## src/rtl/reg_rename_file.sv

```systemverilog
// Architectural register file with per-register rename tags.
// Each register holds a committed value and the ROB id of its pending producer;
// tag 0 means the value is current. Commits retire tags and write values,
// renames install new tags, and a committed mispredict clears every tag.
module reg_rename_file #(
  parameter int unsigned REG_NUM   = 32,
  parameter int unsigned REG_POS_W = 5,
  parameter int unsigned ROB_ID_W  = 5,
  parameter int unsigned DATA_W    = 32
) (
  input  logic                 clk,
  input  logic                 rst,
  input  logic                 rdy,
  input  logic [REG_POS_W-1:0] rs1_from_dsp,
  input  logic [REG_POS_W-1:0] rs2_from_dsp,
  output logic [DATA_W-1:0]    V1_to_dsp,
  output logic [ROB_ID_W-1:0]  Q1_to_dsp,
  output logic [DATA_W-1:0]    V2_to_dsp,
  output logic [ROB_ID_W-1:0]  Q2_to_dsp,
  input  logic                 ena_from_dsp,
  input  logic [REG_POS_W-1:0] rd_from_dsp,
  input  logic [ROB_ID_W-1:0]  rob_id_from_dsp,
  input  logic                 commit_flag,
  input  logic [REG_POS_W-1:0] rd_from_rob,
  input  logic [ROB_ID_W-1:0]  Q_from_rob,
  input  logic [DATA_W-1:0]    V_from_rob,
  input  logic                 commit_jump_flag
);

  logic [DATA_W-1:0]   v_q [REG_NUM];
  logic [DATA_W-1:0]   v_d [REG_NUM];
  logic [ROB_ID_W-1:0] q_q [REG_NUM];
  logic [ROB_ID_W-1:0] q_d [REG_NUM];

  // Operand read for rs1: current state, forwarding a commit that retires the tag seen.
  always_comb begin
    V1_to_dsp = '0;
    Q1_to_dsp = '0;
    if (rs1_from_dsp != '0) begin
      if (commit_flag && (rd_from_rob == rs1_from_dsp) && (q_q[rs1_from_dsp] == Q_from_rob)) begin
        V1_to_dsp = V_from_rob;
        Q1_to_dsp = '0;
      end else begin
        V1_to_dsp = v_q[rs1_from_dsp];
        Q1_to_dsp = q_q[rs1_from_dsp];
      end
    end
  end

  // Operand read for rs2: same rules as rs1.
  always_comb begin
    V2_to_dsp = '0;
    Q2_to_dsp = '0;
    if (rs2_from_dsp != '0) begin
      if (commit_flag && (rd_from_rob == rs2_from_dsp) && (q_q[rs2_from_dsp] == Q_from_rob)) begin
        V2_to_dsp = V_from_rob;
        Q2_to_dsp = '0;
      end else begin
        V2_to_dsp = v_q[rs2_from_dsp];
        Q2_to_dsp = q_q[rs2_from_dsp];
      end
    end
  end

  // Next state: commit first, then flush or rename, so a same-cycle rename overrides the tag clear.
  always_comb begin
    for (int unsigned i = 0; i < REG_NUM; i++) begin
      v_d[i] = v_q[i];
      q_d[i] = q_q[i];
    end
    if (rdy) begin
      if (commit_flag && (rd_from_rob != '0)) begin
        v_d[rd_from_rob] = V_from_rob;
        if (q_q[rd_from_rob] == Q_from_rob) begin
          q_d[rd_from_rob] = '0;
        end
      end
      if (commit_jump_flag) begin
        for (int unsigned i = 0; i < REG_NUM; i++) begin
          q_d[i] = '0;
        end
      end else if (ena_from_dsp && (rd_from_dsp != '0)) begin
        q_d[rd_from_dsp] = rob_id_from_dsp;
      end
    end
    v_d[0] = '0;
    q_d[0] = '0;
  end

  // State registers with synchronous reset.
  always_ff @(posedge clk) begin
    if (rst) begin
      for (int unsigned i = 0; i < REG_NUM; i++) begin
        v_q[i] <= '0;
        q_q[i] <= '0;
      end
    end else begin
      for (int unsigned i = 0; i < REG_NUM; i++) begin
        v_q[i] <= v_d[i];
        q_q[i] <= q_d[i];
      end
    end
  end

endmodule

```

## config.mk

```make
export PLATFORM = sky130hd
export DESIGN_NAME = reg_rename_file
export DESIGN_NICKNAME = d
export VERILOG_FILES = /design/src/rtl/reg_rename_file.sv
export SDC_FILE = /design/constraint.sdc
export NUM_CORES = 2
export LEC_CHECK = 0
export BUFFER_PORTS_ARGS = -buffer_cell sky130_fd_sc_hd__buf_4
export CORE_MARGIN = 5
export CORE_UTILIZATION = 40
export CTS_BUF_LIST = sky130_fd_sc_hd__clkbuf_2 sky130_fd_sc_hd__clkbuf_4 sky130_fd_sc_hd__clkbuf_8
export DETAILED_ROUTE_END_ITERATION = 16
export GPL_TIMING_DRIVEN = 0
export SETUP_SLACK_MARGIN = 0.1
export SYNTH_ARGS = -nofsm -noshare
export SYNTH_HDL_FRONTEND = slang
export SYNTH_SLANG_ARGS = --single-unit
```

## constraint.sdc

```tcl
create_clock -name clk -period 5.5 [get_ports clk]
set_input_delay 0.825 -clock clk [delete_from_list [all_inputs] [get_ports clk]]
set_output_delay 0.825 -clock clk [all_outputs]
set_load 0.005 [all_outputs]
```

==> flow_summary.ini <==
[detailed_routing]
wire_per_inst_um = 30.6
num_vias = 60300
wl_met2_um = 123000
wl_met1_um = 109000
wl_met3_um = 42100
route.detailed.drc = 0
drtIter0Drc = 9837
top_layer = met5
via_per_inst = 6.37
antenna_left = 0
drt_wl_total_um = 290000
dr.pass1.iters = 8

[layout]
final_common_cell = nand2_1
final_nets = 7327
drive_gt1_share_pct = 19.7
final_cells = 9474
area_growth_pct = 13.5
final_cell_mix = nand2_1, dfxtp_1, a21oi_1, mux4_2, clkbuf_1
fin_area_sq_um = 70400

[place]
dp_worst_setup_slack_ps = -2120
place_area_sq_um = 65400
post-dp-hpwl_um = 220000
dp.cells = 9104
io_buffers = 97
place.gp.congestion = 1.03

[yosys]
yosysWarnings = 0
synth_edf_count = 0
synth-seq-cells = 1147
ys_seq_area_share_pct = 37.0
synth_area_sq_um = 62100
ys_types = 67
avgSynthCellArea_sq_um = 8.92
synth_nets = 7028
synth-async-reset-ratio_pct = 0
syn_inst = 6960
synth_flop_cell = dfxtp_1

[critical_path]
cp-start-kind = input port
worst-setup-path-type = in2out
cp-end-kind = output pin
path_buf_inv = 6
reg2reg_from = q_q[22][4]$_SDFFE_PP0P_
cp-startpoint = rs2_from_dsp[1]
path_cells = buf_2 -> buf_4 -> clkbuf_8 -> clkbuf_4 -> clkbuf_2 -> mux4_2 -> mux4_2 -> o211ai_1 -> o21ai_0 -> buf_4
r2r_end = q_q[4][4]$_SDFFE_PP0P_
cp.arrival_ps = 4770
cp.depth = 10
reg2reg_slack_ps = 1960
cp_max_fo = 10
cp.required_ps = 4680
cp-endpoint = V2_to_dsp[1]
crit_family = buffers and inverters
critPathSlowestCell = mux4_2
r2r_cells = 7
slowest_delay_ps = 560

[timing]
worst_pin_slew_ps = 1560
finalHoldViolCount = 0
finalSetupViolCount = 3
rsz0062_at_grt = true
max_freq_ghz = 0.179
slew_headroom_pct = -4.62
finalWorstSetupSlack_ps = -99.7
finClkSkew_ps = 52.1
fin_crit_sh_pct = 102
final_max_slew_viol_count = 9
post-route-min-period_ps = 5600
tns_ps = -142

[clock_network]
cts_tree = yes
clock-sinks = 1147
cts_buffer_depth = 3
cts_buffers = 197
clkLatencyLatePin_ps = 950
cts_htree_levels = 4
path_clk_slew_ps = 60
cts_root_buf = clkbuf_8

[global_routing]
grt_pass1_vias = 56600
overflow = 0
grt_max_degree = 17
grt.total_usage_pct = 34.3
grt_pass1_wl_um = 405000
antenna_found_initial = 24

[floorplan]
fp.coreArea_sq_um = 154000
initial_core_util_pct = 40.2
fp.dieW_um = 404
die_area_sq_um = 163000
rows = 144
die_h_um = 404
pin_count = 142

[power_and_ir_drop]
p_per_area_nw_per_um2 = 272
total_leakage_power_nw = 22.6
power.total_mw = 19.1
ir_drop_mv = 0.223

[run]
max-cap-violations = 1

[run_status]
run_status = finished with violations
violations = max-capacitance violations, max-slew violations, negative setup slack

[hold_path]
hp-class = in2reg
## per-stage QoR
step / hold slack [ps] / util, %
2_1_floorplan: 443 / -
4_1_cts: 131 / 45.5
3_3_place_gp: 448 / 42.4
6_report: 228 / 45.7
5_1_grt: 211 / 45.7
3_5_place_dp: 457 / 42.4
## flip-flops by register name, indices dropped and copies added (netlist names)
| register | flops |
|---|---|
| v_q | 992 |
| q_q | 155 |
## tightest hold or removal path, stage by stage
cell and delay [ps]:
clkbuf_2 150, nand2_1 80, a21oi_1 60
## synth_stat cells (7+ instances only)
cell type / count / share of area (%)
nor2b_1: 12 / 0.12
o21ai_1: 21 / 0.17
nand2b_1: 40 / 0.40
nor4_2: 8 / 0.16
o211ai_1: 32 / 0.39
a22oi_1: 43 / 0.52
buf_4: 14 / 0.17
o211ai_2: 28 / 0.56
buf_2: 79 / 0.64
nand4_1: 7 / 0.071
dfxtp_1: 1147 / 37
o21ai_2: 10 / 0.14
nor4_1: 26 / 0.26
xnor2_1: 15 / 0.21
o21ai_0: 213 / 1.7
buf_1: 24 / 0.15
a21oi_1: 1130 / 9.1
mux2_2: 51 / 0.93
nor3_1: 15 / 0.12
mux4_2: 673 / 24
nand3_1: 179 / 1.4
clkbuf_1: 570 / 3.4
or3_1: 11 / 0.11
nor2_1: 188 / 1.1
inv_1: 9 / 0.054
mux2i_1: 89 / 1.4
nand2_1: 2163 / 13
a22o_1: 39 / 0.55
clkbuf_2: 31 / 0.25
## power breakdown
group / leakage (nW) / switching [mW] / internal, mW
logic: 10.9 / 1.29 / 0.467
registers: 9.24 / 0.0273 / 8.34
clock network: 2.42 / 3.95 / 5.06
## cell type report
| class | count | area [sq um] |
|---|---|---|
| antenna | 10 | 25.0 |
| buffer | 722 | 3240 |
| clock buffer | 312 | 3950 |
| clock inverter | 48 | 594 |
| fill | 15000 | 83800 |
| inverter | 10 | 41.3 |
| multi-input combinational | 5079 | 36300 |
| sequential | 1147 | 23000 |
| tap | 2044 | 2560 |
| timing repair buffer | 102 | 773 |
## per-layer routing
metal | GRT usage [%] | up-vias
li1 | - | 25300
met1 | 44.9 | 29800
met2 | 50.2 | 4407
met3 | 12.5 | 813
met4 | 16.5 | 6
met5 | 0.673 | -
## cell families (layout without fill, tap and decap cells)
| group | count (synthesis) | after routing | synth area share, % |
|---|---|---|---|
| multiplexers | 813 | 813 | 26.8 |
| AND/OR/NAND/NOR | 2692 | 2692 | 17.5 |
| flip-flops | 1147 | 1147 | 37.0 |
| buffers and inverters | 734 | 1194 | 4.82 |
| other | 0 | 10 | 0 |
| XOR/XNOR | 20 | 20 | 0.282 |
| AO/OA/AOI/OAI | 1554 | 1554 | 13.7 |
## worst min path at each step
stage | start | endpoint | slack, ps | depth (start not counted)
global placement | v_q[10][30]$_SDFFE_PP0P_ | v_q[10][30]$_SDFFE_PP0P_ | 450 | 2
global route | V_from_rob[15] | v_q[14][15]$_SDFFE_PP0P_ | 210 | 3
CTS | V_from_rob[15] | v_q[15][15]$_SDFFE_PP0P_ | 130 | 3
detailed placement | v_q[30][10]$_SDFFE_PP0P_ | v_q[30][10]$_SDFFE_PP0P_ | 460 | 2
floorplan | v_q[10][0]$_SDFFE_PP0P_ | v_q[10][0]$_SDFFE_PP0P_ | 440 | 2
finish | V_from_rob[11] | v_q[14][11]$_SDFFE_PP0P_ | 230 | 3
## what timing repair did
action | 4_1_cts | 5_1_grt
endpoints found under the setup margin | 74 | 46
pin swaps | 2 | 0
setup buffers | 2 | 0
resized for setup | 131 | 67
hold buffers | 0 | 0
(Power assumes the default switching activity.)
